[src/rtl/bus_pkg.sv]
// Shared types and helpers for the two-core snooping bus agents.
// Optional MESI support (Exclusive fills/snoops) is enabled by defining L1_BUS_AGENT_MESI_EN.
package bus_pkg;

  typedef enum logic [1:0] {
    RD   = 2'b00,
    UPGR = 2'b01,
    RDX  = 2'b10,
    NON  = 2'b11
  } bus_op_e;

  typedef enum logic [1:0] {
    PEER = 2'b01,
    L2   = 2'b10,
    NONE = 2'b11
  } hit_src_e;

  typedef enum logic [1:0] {
    I = 2'b00,
    S = 2'b01,
    M = 2'b10,
    E = 2'b11
  } line_state_e;

  localparam int TAG_W_DEFAULT = 24;

`ifdef L1_BUS_AGENT_MESI_EN
  localparam bit MESI_EN = 1'b1;
`else
  localparam bit MESI_EN = 1'b0;
`endif

  // A read nobody else holds may come back Exclusive; any write intent fills Modified.
  function automatic line_state_e fill_for(input logic [1:0] op, input logic [1:0] src);
    if (op == RD) return (MESI_EN && src == NONE) ? E : S;
    return M;
  endfunction

endpackage

[src/rtl/snoop_responder.sv]
// Responder side of the L1 bus agent: combinational snoop hit path plus a one-cycle
// registered stage that updates the local line state and flushes Modified data to L2.
module snoop_responder
  import bus_pkg::*;
#(
  parameter int TAG_W = TAG_W_DEFAULT
) (
  input  logic             clk,
  input  logic             reset,
  input  logic [1:0]       snoop_operation_in,
  input  logic [31:0]      snoop_address_in,
  input  logic [1:0]       snoop_state_in,
  input  logic [31:0]      snoop_data_in,
  output logic             cache_hit_out,
  output logic [31:0]      bus_data_out,
  output logic             state_wr_en,
  output logic [31:0]      state_wr_addr,
  output logic [1:0]       state_wr_val,
  output logic             flush_out,
  output logic [31:0]      data_to_L2_out,
  output logic [TAG_W-1:0] tag_to_L2_out
);

  logic [1:0]       eff_state;
  logic             wr_en_d, wr_en_q, flush_d, flush_q;
  logic [31:0]      wr_addr_d, wr_addr_q, l2_data_d, l2_data_q;
  logic [1:0]       wr_val_d, wr_val_q;
  logic [TAG_W-1:0] tag_d, tag_q;

  // Without MESI an Exclusive input behaves exactly like Shared.
  assign eff_state     = (!MESI_EN && snoop_state_in == E) ? S : snoop_state_in;
  assign cache_hit_out = (snoop_operation_in != NON) && (snoop_state_in != I);
  assign bus_data_out  = cache_hit_out ? snoop_data_in : 32'h0;

  // NOTE: every signal written here gets a default first, so no path can infer a latch.
  always_comb begin
    wr_en_d   = 1'b0;
    wr_val_d  = I;
    wr_addr_d = '0;
    flush_d   = 1'b0;
    l2_data_d = '0;
    tag_d     = '0;
    case (snoop_operation_in)
      RD: begin
        if (eff_state == M) begin
          wr_en_d  = 1'b1;
          wr_val_d = S;
          flush_d  = 1'b1;
        end else if (eff_state == E) begin
          wr_en_d  = 1'b1;
          wr_val_d = S;
        end
      end
      UPGR, RDX: begin
        if (eff_state != I) begin
          wr_en_d  = 1'b1;
          wr_val_d = I;
          flush_d  = (eff_state == M);
        end
      end
      default: ;
    endcase
    if (wr_en_d) wr_addr_d = snoop_address_in;
    if (flush_d) begin
      l2_data_d = snoop_data_in;
      tag_d     = snoop_address_in[31:32-TAG_W];
    end
  end

  // NOTE: sequential state uses non-blocking assignments so all flops update together.
  always_ff @(posedge clk) begin
    if (reset) begin
      wr_en_q   <= 1'b0;
      wr_val_q  <= '0;
      wr_addr_q <= '0;
      flush_q   <= 1'b0;
      l2_data_q <= '0;
      tag_q     <= '0;
    end else begin
      wr_en_q   <= wr_en_d;
      wr_val_q  <= wr_val_d;
      wr_addr_q <= wr_addr_d;
      flush_q   <= flush_d;
      l2_data_q <= l2_data_d;
      tag_q     <= tag_d;
    end
  end

  assign state_wr_en    = wr_en_q;
  assign state_wr_val   = wr_val_q;
  assign state_wr_addr  = wr_addr_q;
  assign flush_out      = flush_q;
  assign data_to_L2_out = l2_data_q;
  assign tag_to_L2_out  = tag_q;

endmodule

[src/rtl/l1_bus_agent.sv]
// Per-core L1 bus agent: initiator FSM (request/grant/fill) plus the snoop responder.
// Build with L1_BUS_AGENT_MESI_EN defined for MESI; the default build is MSI only.
module l1_bus_agent
  import bus_pkg::*;
#(
  parameter int MAX_WAIT = 15,
  parameter int TAG_W    = TAG_W_DEFAULT
) (
  input  logic             clk,
  input  logic             reset,
  input  logic             cpu_req,
  input  logic [1:0]       cpu_op,
  input  logic [31:0]      cpu_addr,
  input  logic [6:0]       cpu_opcode,
  output logic             cpu_done,
  output logic [31:0]      cpu_rdata,
  output logic [1:0]       cpu_src,
  output logic [1:0]       fill_state,
  output logic             stall_core,
  output logic             starve,
  output logic             req_core,
  input  logic             grant_core,
  output logic [1:0]       bus_operation_out,
  output logic [31:0]      bus_address_out,
  output logic [6:0]       opcode_out,
  input  logic [31:0]      bus_data_in,
  input  logic [1:0]       cache_hit_resp,
  input  logic [1:0]       snoop_operation_in,
  input  logic [31:0]      snoop_address_in,
  input  logic [1:0]       snoop_state_in,
  input  logic [31:0]      snoop_data_in,
  output logic             cache_hit_out,
  output logic [31:0]      bus_data_out,
  output logic             state_wr_en,
  output logic [31:0]      state_wr_addr,
  output logic [1:0]       state_wr_val,
  output logic             flush_out,
  output logic [31:0]      data_to_L2_out,
  output logic [TAG_W-1:0] tag_to_L2_out
);

  localparam int CNT_W = $clog2(MAX_WAIT + 1);
  localparam logic [CNT_W-1:0] CNT_MAX = CNT_W'(MAX_WAIT);

  typedef enum logic [1:0] {ST_IDLE, ST_REQ, ST_DONE} fsm_e;

  fsm_e             state_d, state_q;
  logic [1:0]       bus_op_d, bus_op_q, src_d, src_q, fill_d, fill_q;
  logic [31:0]      addr_d, addr_q, rdata_d, rdata_q;
  logic [6:0]       opc_d, opc_q;
  logic [CNT_W-1:0] cnt_d, cnt_q;
  logic             req_d, req_q, stall_d, stall_q, done_d, done_q, starve_d, starve_q;
  logic             snoop_kills_upgr;

  // A peer's write intent on our line while our upgrade waits means our copy is gone.
  assign snoop_kills_upgr = (bus_op_q == UPGR) &&
                            (snoop_operation_in == UPGR || snoop_operation_in == RDX) &&
                            (snoop_address_in == addr_q);

  always_comb begin
    state_d  = state_q;
    bus_op_d = bus_op_q;
    addr_d   = addr_q;
    opc_d    = opc_q;
    cnt_d    = cnt_q;
    req_d    = req_q;
    stall_d  = stall_q;
    done_d   = 1'b0;
    starve_d = starve_q;
    rdata_d  = rdata_q;
    src_d    = src_q;
    fill_d   = fill_q;
    case (state_q)
      ST_IDLE: begin
        if (cpu_req && cpu_op != NON) begin
          bus_op_d = cpu_op;
          addr_d   = cpu_addr;
          opc_d    = cpu_opcode;
          cnt_d    = '0;
          starve_d = 1'b0;
          req_d    = 1'b1;
          stall_d  = 1'b1;
          state_d  = ST_REQ;
        end
      end
      ST_REQ: begin
        if (grant_core) begin
          rdata_d  = bus_data_in;
          src_d    = cache_hit_resp;
          fill_d   = fill_for(bus_op_q, cache_hit_resp);
          cnt_d    = '0;
          starve_d = 1'b0;
          done_d   = 1'b1;
          stall_d  = 1'b0;
          req_d    = 1'b0;
          bus_op_d = NON;
          state_d  = ST_DONE;
        end else begin
          cnt_d    = (cnt_q == CNT_MAX) ? cnt_q : cnt_q + 1'b1;
          starve_d = (cnt_d == CNT_MAX);
          if (snoop_kills_upgr) bus_op_d = RDX;
        end
      end
      ST_DONE: state_d = ST_IDLE;
      default: state_d = ST_IDLE;
    endcase
  end

  always_ff @(posedge clk) begin
    if (reset) begin
      state_q  <= ST_IDLE;
      bus_op_q <= NON;
      addr_q   <= '0;
      opc_q    <= '0;
      cnt_q    <= '0;
      req_q    <= 1'b0;
      stall_q  <= 1'b0;
      done_q   <= 1'b0;
      starve_q <= 1'b0;
      rdata_q  <= '0;
      src_q    <= '0;
      fill_q   <= '0;
    end else begin
      state_q  <= state_d;
      bus_op_q <= bus_op_d;
      addr_q   <= addr_d;
      opc_q    <= opc_d;
      cnt_q    <= cnt_d;
      req_q    <= req_d;
      stall_q  <= stall_d;
      done_q   <= done_d;
      starve_q <= starve_d;
      rdata_q  <= rdata_d;
      src_q    <= src_d;
      fill_q   <= fill_d;
    end
  end

  assign cpu_done          = done_q;
  assign cpu_rdata         = rdata_q;
  assign cpu_src           = src_q;
  assign fill_state        = fill_q;
  assign stall_core        = stall_q;
  assign starve            = starve_q;
  assign req_core          = req_q;
  assign bus_operation_out = bus_op_q;
  assign bus_address_out   = addr_q;
  assign opcode_out        = opc_q;

  snoop_responder #(.TAG_W(TAG_W)) u_snoop (
    .clk                (clk),
    .reset              (reset),
    .snoop_operation_in (snoop_operation_in),
    .snoop_address_in   (snoop_address_in),
    .snoop_state_in     (snoop_state_in),
    .snoop_data_in      (snoop_data_in),
    .cache_hit_out      (cache_hit_out),
    .bus_data_out       (bus_data_out),
    .state_wr_en        (state_wr_en),
    .state_wr_addr      (state_wr_addr),
    .state_wr_val       (state_wr_val),
    .flush_out          (flush_out),
    .data_to_L2_out     (data_to_L2_out),
    .tag_to_L2_out      (tag_to_L2_out)
  );

endmodule

[config.mk]
export PLATFORM = sky130hd
export DESIGN_NAME = l1_bus_agent
export DESIGN_NICKNAME = d
export VERILOG_FILES = /design/src/rtl/bus_pkg.sv /design/src/rtl/snoop_responder.sv /design/src/rtl/l1_bus_agent.sv
export SDC_FILE = /design/constraint.sdc
export NUM_CORES = 1
export LEC_CHECK = 0
export ABC_AREA = 0
export ABC_CLOCK_PERIOD_IN_PS = 1800
export BUFFER_PORTS_ARGS = -buffer_cell sky130_fd_sc_hd__buf_4
export CORE_AREA = 8 8 130 132
export CTS_BUF_LIST = sky130_fd_sc_hd__clkbuf_4
export CTS_CLUSTER_SIZE = 40
export DETAILED_ROUTE_END_ITERATION = 10
export DIE_AREA = 0 0 138 140
export PLACE_DENSITY = 0.77
export SLEW_MARGIN = 20
export SYNTH_ARGS = -nofsm -noshare
export SYNTH_HDL_FRONTEND = slang
export SYNTH_SLANG_ARGS = --single-unit
[constraint.sdc]
create_clock -name clk -period 1.8 [get_ports clk]
set_clock_uncertainty 0.05 [all_clocks]
set_input_delay 0.27 -clock clk [delete_from_list [all_inputs] [get_ports clk]]
set_output_delay 0.27 -clock clk [all_outputs]
set_load 0.02 [all_outputs]
==> run summary, run 1 <==
The register-to-register setup slack came out at roughly 0.060 ns. The worst hold path begins at cpu_op[0]. The number of cells traversed by the worst hold path came out at 4. The tightest min-delay check is of the input pin to flop type.

The number of enable flip-flop cells after synthesis came out at 0. For this configuration, the core starts out at a cell density of 0.4162. The global-route wire length before repair is between 30,000 and 40,000 um. The Yosys warning count is 0. The share of the Yosys chip area taken by registers is 0.5727.

The initial antenna violation count is 2. The via total after detailed routing came out at ~6,400. Wires add up to 25,390 um.

The average cell area after synthesis is around 9.2 um^2. In the synthesized netlist the dominant register cell turns out to be dfxtp_1. The ratio of final minimum period to clock period came out at 0.9822. The setup TNS is 0 ns. The synthesized instance count is roughly 670.

After layout, the minimum clock period comes to 1.768 ns. The net count of the finished layout is roughly 1,300. The largest fanout on the critical path came out at 3. The leakage dissipation came out at about 0.0049 uW. The count of different cell masters after synthesis came out at 39. The final critical-path setup slack came out at ~0.032 ns. The data arrival time of the critical path is between 2 and 2.5 ns.

The total routing usage reported by global routing is 0.2541. The standard-cell row count came out at 45. The peak clock frequency supported by timing is 0.5656 GHz. The run finished with clean final reports.

TritonCTS built the clock tree. The iteration count of the initial detailed-routing pass came out at 5. The number of I/O pins came out at between 300 and 400. The clock latency of the later-clocked register in the worst-skew pair is roughly 0.57 ns. The proportion of register bits with asynchronous set or reset after synthesis is 0. The CTS buffer count is 17.

The required time at the worst-slack endpoint is approximately 2.2 ns. STA classifies the critical path endpoint as a flop. The number of global-route vias before repair is just under 7,000. The die width came out at around 140 um. The final number of hold-violating endpoints came to 0. The tree is rooted in a clkbuf_4. Synthesis inferred 177 register bits. The clock slew at the register clock pins of the worst setup and hold paths came out at about 0.13 ns. The number of slew-limit violations in the final report is 0. The worst vdd rail ir drop is roughly 0.00046 V.

The area share of the largest cell type after synthesis came out at 0.5727. Setup repair after global routing left no endpoint under its margin. The die area is 19,320 um^2. The floorplan step defined a core boundary enclosing about 15,000 um^2. The endpoint identified for the worst register-to-register timing path is bus_operation_out[0]. The clock passes through at most 2 buffers. The number of sinks on the clock net is roughly 180.

The routability congestion estimate came out at 0.8310. The die height is roughly 140 um. The initial DRC count is 433. The number of levels in the clock H-tree is 4. The via count normalized by instance count is approximately 4.7.

The worst setup path is launched from an input pin. The worst hold path terminates at bus_operation_out[0]. The worst setup slack before clock tree synthesis came out at between 0.03 and 0.04 ns.

The most area-hungry cell type in the Yosys netlist is dfxtp_1. Summed over all nets, the half-perimeter wirelength after detailed placement is between 15,000 and 20,000 um. The number of maximum-capacitance violations came out at 0. The overall overflow remaining after global route came out at 0. Entering global routing, the biggest net connects 81 pins. The total setup violations reported at the end of the flow came out at 0. The power per unit of standard cell area is 767.7 nW/um^2. The synthesis-to-finish area growth is 75.27%.

By startpoint and endpoint, the worst setup path is classified as input pin to flop. Summing every instance area after synthesis gives slightly above 6000 um^2. The worst register-to-register path begins at bus_address_out[14]. The number of nets in the synthesized netlist is between 800 and 900. After detailed routing, the number of remaining DRC violations is 0.

The average wire per standard cell is ~19 um. Of the cells placed in the final design, the portion with a size suffix greater than 1 is 0.3530. Counting cells, the worst reg-to-reg path comes to 6.

The number of buffers inserted by port buffering is 351. The antenna violation net count after detailed routing came out at 0. Yosys attributes the largest share of cell area to dfxtp_1 57%, and2_1 12%, nand2_1 9.1%, a21oi_1 6.8%, xnor2_1 4.1%.
synth_stat cells, types with 3 or more instances:
| cell type | count |
|---|---|
| buf_2 | 6 |
| dfxtp_1 | 177 |
| nand2b_1 | 4 |
| buf_4 | 4 |
| nor3_1 | 4 |
| clkbuf_2 | 4 |
| and2_1 | 121 |
| xnor2_1 | 29 |
| a21oi_1 | 84 |
| inv_1 | 3 |
| xor2_1 | 3 |
| ha_1 | 3 |
| clkbuf_1 | 22 |
| nor4_1 | 3 |
| nand4_1 | 8 |
| nor2_1 | 16 |
| nand2_1 | 150 |
area by class of cell:
| class | count | area, um^2 |
|---|---|---|
| clock buffer | 18 | 135.1 |
| tap | 188 | 235.2 |
| timing repair buffer | 510 | 4272 |
| clock inverter | 14 | 181.4 |
| inverter | 3 | 11.26 |
| antenna | 2 | 5.005 |
| multi-input combinational | 448 | 2456 |
| sequential | 177 | 3548 |
| fill | 956 | 4020 |
worst max-delay path: stages:
cell           delay (ns)
dlygate4sd3_1        0.55
buf_4                0.16
xnor2_2              0.17
nand4_1              0.16
nor4_1               0.30
buf_4                0.17
a31oi_1              0.09
a211o_1              0.30
kinds of logic (layout without fill, tap and decap cells):
kind of cell / after synthesis / after routing / share of synthesized area
multiplexers: 1 / 1 / 0.001618
buffers and inverters: 44 / 545 / 0.03519
AO/OA/AOI/OAI: 92 / 92 / 0.07968
flip-flops: 177 / 177 / 0.5727
AND/OR/NAND/NOR: 319 / 319 / 0.2588
other: 1 / 3 / 0.0006061
adder cells (fa/ha/maj): 3 / 3 / 0.006067
XOR/XNOR: 32 / 32 / 0.04530
sequential cells by signal, summed over array words and instances (netlist names):
| register | flops |
|---|---|
| u_snoop.state_wr_en | 1 |
| bus_address_out | 32 |
| state_q | 2 |
| starve | 1 |
| opcode_out | 7 |
| cpu_rdata | 32 |
| cpu_done | 1 |
| u_snoop.state_wr_val | 1 |
| u_snoop.flush_out | 1 |
| u_snoop.state_wr_addr | 32 |
| cpu_src | 2 |
| fill_state | 2 |
| bus_operation_out | 2 |
| stall_core | 1 |
| cnt_q | 4 |
| u_snoop.tag_to_L2_out | 24 |
| u_snoop.data_to_L2_out | 32 |
power breakdown:
part           switching [uW]  internal [uW]  leakage, uW  total (uW)
combinational             842            877      0.00331        1720
sequential               94.3           4070      0.00144        4160
clock                    1440           1000     0.000155        2440
worst max-delay path by stage:
| stage | from | to | slack [ns] | depth (start not counted) |
|---|---|---|---|---|
| 2_1_floorplan | snoop_operation_in[0] | bus_data_out[0] | 0.12 | 4 |
| 3_3_place_gp | snoop_address_in[6] | bus_operation_out[0] | 0.05 | 7 |
| 3_5_place_dp | snoop_operation_in[1] | bus_operation_out[0] | 0.03 | 7 |
| 4_1_cts | bus_address_out[6] | bus_operation_out[0] | 0.08 | 6 |
| 5_1_grt | bus_address_out[14] | bus_operation_out[0] | 0.02 | 6 |
| 6_report | snoop_address_in[14] | bus_operation_out[0] | 0.03 | 8 |
through the flow:
| stage | utilization | instance area (um^2) | cells | hold WS (ns) | power, uW |
|---|---|---|---|---|---|
| 6_report | 0.7295 | 10840 | 1360 | 0.09260 | 8325 |
| 5_1_grt | 0.7295 | 10840 | 1360 | 0.03968 | 8681 |
| 4_1_cts | 0.7279 | 10820 | 1358 | 0.04604 | 8344 |
| 3_5_place_dp | 0.6109 | 9081 | 1184 | 0.3966 | 5668 |
| 3_3_place_gp | 0.6109 | 9081 | 1184 | 0.3918 | 5650 |
| 2_1_floorplan | - | 6187 | 669 | 0.3417 | 4890 |
per-layer routing:
layer	vias to the layer above	GRT usage	share of wire
li1	3107	-	-
met1	2965	0.2656	0.37
met2	299	0.4476	0.51
met3	73	0.08350	0.075
met4	0	0.1316	0.044
met5	-	0	0
repair_timing:
action | CTS | global route
endpoints found under the setup margin | 0 | 1
hold buffers | 142 | 0
buffers inserted | 0 | 0
hold endpoints to repair | 167 | 0
resized for setup | 0 | 6
layout by cell type (no fill, tap or decap), types with 2 or more instances in the layout:
cell type        n
a21oi_1         84
and2_1         121
buf_12           7
buf_4          361
bufinv_16        3
clkbuf_4        18
clkinvlp_4       5
dfxtp_1        173
dfxtp_2          4
diode_2          2
dlygate4sd3_1  142
ha_1             3
inv_1            3
inv_6            2
inv_8            2
nand2_1        150
nand2b_1         4
nand3_1          2
nand3b_1         2
nand4_1          8
nor2_1          16
nor3_1           4
nor4_1           3
o21ai_0          2
xnor2_1         27
xnor2_2          2
xor2_1           3
Note: power is estimated with default switching activity, not from simulation.
==> inputs of run 2 (changes only) <==
- PLACE_DENSITY: 0.77 -> 0.8
==> run 2 against run 1 <==
  * Via count rose by 1.9%
  * Wire length rose by 3.7%
  * Critical path type unchanged
  * Utilization rose by 0.051 points
  * Total power fell by 0.87%
  * Sequential share of layout area barely moved
  * Critical path depth did not move
  * Clock-buffer cell count fell by 1
  * Fmax rose by 0.70%
  * First-iteration DRC count fell by 4.8%
==> run summary, run 2 (synthesis gave the netlist of run 1 again) <==
The estimated wirelength of the detail-placed design came out at 16,800 um (-0.98%). The run finished with clean final reports. The hold path endpoint is bus_operation_out[0]. The multi-input combinational cell area came out at 2490 um^2 (+1.4%). The tightest min-delay check is of the input pin to flop type. The number of buffers inserted by port buffering is 351 (unchanged). The total setup violations reported at the end of the flow came out at 0 (unchanged). The power per unit of standard cell area is 760.5 nW/um^2 (-0.94%). The number of standard cells in the final layout excluding fillers is 1,359 (-0.074%). The clock latency of the later-clocked register in the worst-skew pair came out at 0.55 ns (-0.02 ns). The number of nets in the layout is 1,305 (-0.15%).

The number of remaining DRC errors came to 0 (unchanged). The number of buffers and inverters on the critical path came out at 3 (unchanged). The standard-cell row count is 45 (unchanged).

The switching power of the nets came out at 2350 uW (-1.1%). The worst reg2reg path depth is 6 (unchanged). The overall overflow remaining after global route came out at 0 (unchanged). The die area came out at 19,320 um^2 (unchanged). The worst setup path is captured at a flop. The required time at the worst-slack endpoint came out at 2.19 ns (-0.02 ns). The number of slew-limit violations in the final report is 0 (unchanged). The number of sinks on the clock net came out at 177 (unchanged).

The peak clock frequency supported by timing is 0.5696 GHz (+0.70%). The worst vdd rail ir drop came out at 0.0005334 V (+16%). The CTS buffer count came to 17 (unchanged).

The internal power consumption is 5903 uW (-0.78%). The initial DRC count is 412 (-4.8%). The total design power is 8253 uW (-0.87%). The iteration count of the initial detailed-routing pass came out at 5 (unchanged).

The synthesis-to-finish area growth is 75.39% (about the same). TritonCTS built the clock tree. The maximum cell stage delay along the critical path is 0.55 ns (about the same). In this run the most critical hold path is launched from cpu_op[0].

In this run the critical register-to-register path is launched from bus_address_out[28]. The register-to-register setup slack came out at 0.10 ns (+0.04 ns). The area occupied by registers was 3555 um^2 (+0.18%). The core region area came out at 14,860 um^2 (unchanged). The clock slew at the register clock pins of the worst setup and hold paths came out at 0.13 ns (about the same).

The critical path goes through dlygate4sd3_1, buf_4, xnor2_2, nand4_1, nor4_2, buf_4, a31oi_2, a211o_1. The leakage dissipation came to 0.004902 uW (-0.16%). The switching fraction of total power came out at 0.2848 (-0.0006493). The number of buffers on the longest clock path was 2 (unchanged). In this run the critical register-to-register path is captured at bus_operation_out[0]. The die height was 140 um (unchanged). The library cell used most frequently in the layout, excluding fill and tap cells, is buf_4. By startpoint and endpoint, the worst setup path is classified as input pin to flop.

The number of I/O pins is 353 (unchanged). The fraction of power consumed by combinational cells is 0.210 (+0.004). Leaving out fill and tap cells, the most frequent cells in the layout are 359 x buf_4, 170 x dfxtp_1, 150 x nand2_1. The initial antenna violation count came to 4 (+2). The final number of hold-violating endpoints was 0 (unchanged). The sequential fraction of design power came out at 0.505 (+0.005). The die width came out at 138 um (unchanged). The routability congestion estimate was 0.8415 (+1.3%). The tightest hold margin is 0.1432 ns (+0.05059 ns). The fraction of layout instances using a drive strength above 1 came to 0.3551 (+0.002069). The final critical path time including I/O delays and setup came to 1.756 ns (-0.01230 ns). The count of fill cells added during filler insertion came out at 963 (+0.73%). The routed wire length is 26,330 um (+3.7%). STA classifies the critical path startpoint as an input pin. Among all stages on the critical path, the largest delay is contributed by dlygate4sd3_1. The part of the power in the clock network is 0.285 (-0.008). The pin count of the biggest net entering global routing is 54 (-33%). The antenna violation net count after detailed routing is 0 (unchanged). The number of cells traversed by the worst hold path came out at 4 (unchanged).

The largest fanout on the critical path is 3 (unchanged). The global-route wire length before repair was 40,000 um (+2.7%). The via count normalized by instance count is 4.833 (+2.0%). In this design, the critical path's most frequently occurring cell is buf_4. The number of global-route vias before repair is 6,951 (+1.3%). The ratio of final minimum period to clock period came out at 0.9753 (-0.006832). The data arrival time of the critical path is 2.15 ns (-0.03 ns).

The via total after detailed routing came out at 6,568 (+1.9%). The final design utilization is 0.7301 (about the same). The number of levels in the clock H-tree is 4 (unchanged).

The total routing usage reported by global routing came out at 0.2612 (+0.007065). The count of placed standard cells including taps came out at 1,182 (-0.17%). The number of maximum-capacitance violations was 0 (unchanged). The starting density of the core is 0.4162 (unchanged). The average wire per standard cell came out at 19.37 um (+3.8%).

The cell family contributing the most delay on the critical path is buffers and inverters. The root buffer cell is clkbuf_4.
run 2: cell count changes in the layout (fill, tap and decap cells not counted), sizes merged:
cell,delta
clkinv,+3
diode,+3
buf,-2
clkinvlp,-2
inv,-2
clkbuf,-1
run 2: power groups by stage:
stage / Sequential, uW / Combinational (uW) / Clock [uW]
floorplan: 4410 / 478 / 0
global placement: 4240 / 1400 / 0
detailed placement: 4240 / 1420 / 0
CTS: 4160 / 1680 / 2370
global route: 4180 / 1830 / 2550
finish: 4170 / 1730 / 2360
run 2: worst max-delay path by stage:
stage                          startpoint              endpoint  cells after the start
global route         snoop_address_in[11]  bus_operation_out[0]                      8
finish               snoop_address_in[11]  bus_operation_out[0]                      8
global placement     snoop_address_in[27]  bus_operation_out[0]                      7
CTS                   bus_address_out[29]  bus_operation_out[0]                      6
detailed placement   snoop_address_in[27]  bus_operation_out[0]                      7
floorplan           snoop_operation_in[0]       bus_data_out[0]                      4
run 2: what timing repair did:
item / in CTS / in global routing
endpoints found under the hold margin: 166 / 0
gates cloned: 0 / 0
hold buffers: 142 / 0
setup buffers: 0 / 1
pin swaps: 0 / 8
gates resized for setup: 3 / 12
endpoints found under the setup margin: 1 / 1
run 2: stage by stage:
step | setup TNS (ns) | instance area, um^2 | setup WS [ns]
6_report | 0 | 10850 | 0.04439
5_1_grt | -0.005975 | 10850 | -0.005975
4_1_cts | 0 | 10790 | 0.02220
3_5_place_dp | -0.09513 | 9066 | -0.09513
3_3_place_gp | 0 | 9066 | 0.04399
2_1_floorplan | 0 | 6187 | 0.1192
run 2: tightest hold or removal path, cell delays in order:
cell	delay, ns
buf_4	0.09
nand2_1	0.04
a21oi_1	0.19
a211o_1	0.12
run 2: area by class of cell:
type	instances	area share
diodes	5	0.001153
clock buffers	17	0.01176
clock inverters	13	0.01510
inverters	3	0.001038
multi-input cells	448	0.2294
flip-flops and latches	177	0.3276
well taps	188	0.02168
repair buffers	508	0.3923
run 2: layer usage:
layer,routed length (um),part of all wire,up-vias,global-route usage
met2,13580,0.52,308,0.4608
met1,9845,0.37,3091,0.2790
met5,0,0,-,0
li1,-,-,3099,-
met4,1068,0.041,0,0.1270
met3,1837,0.070,70,0.07978
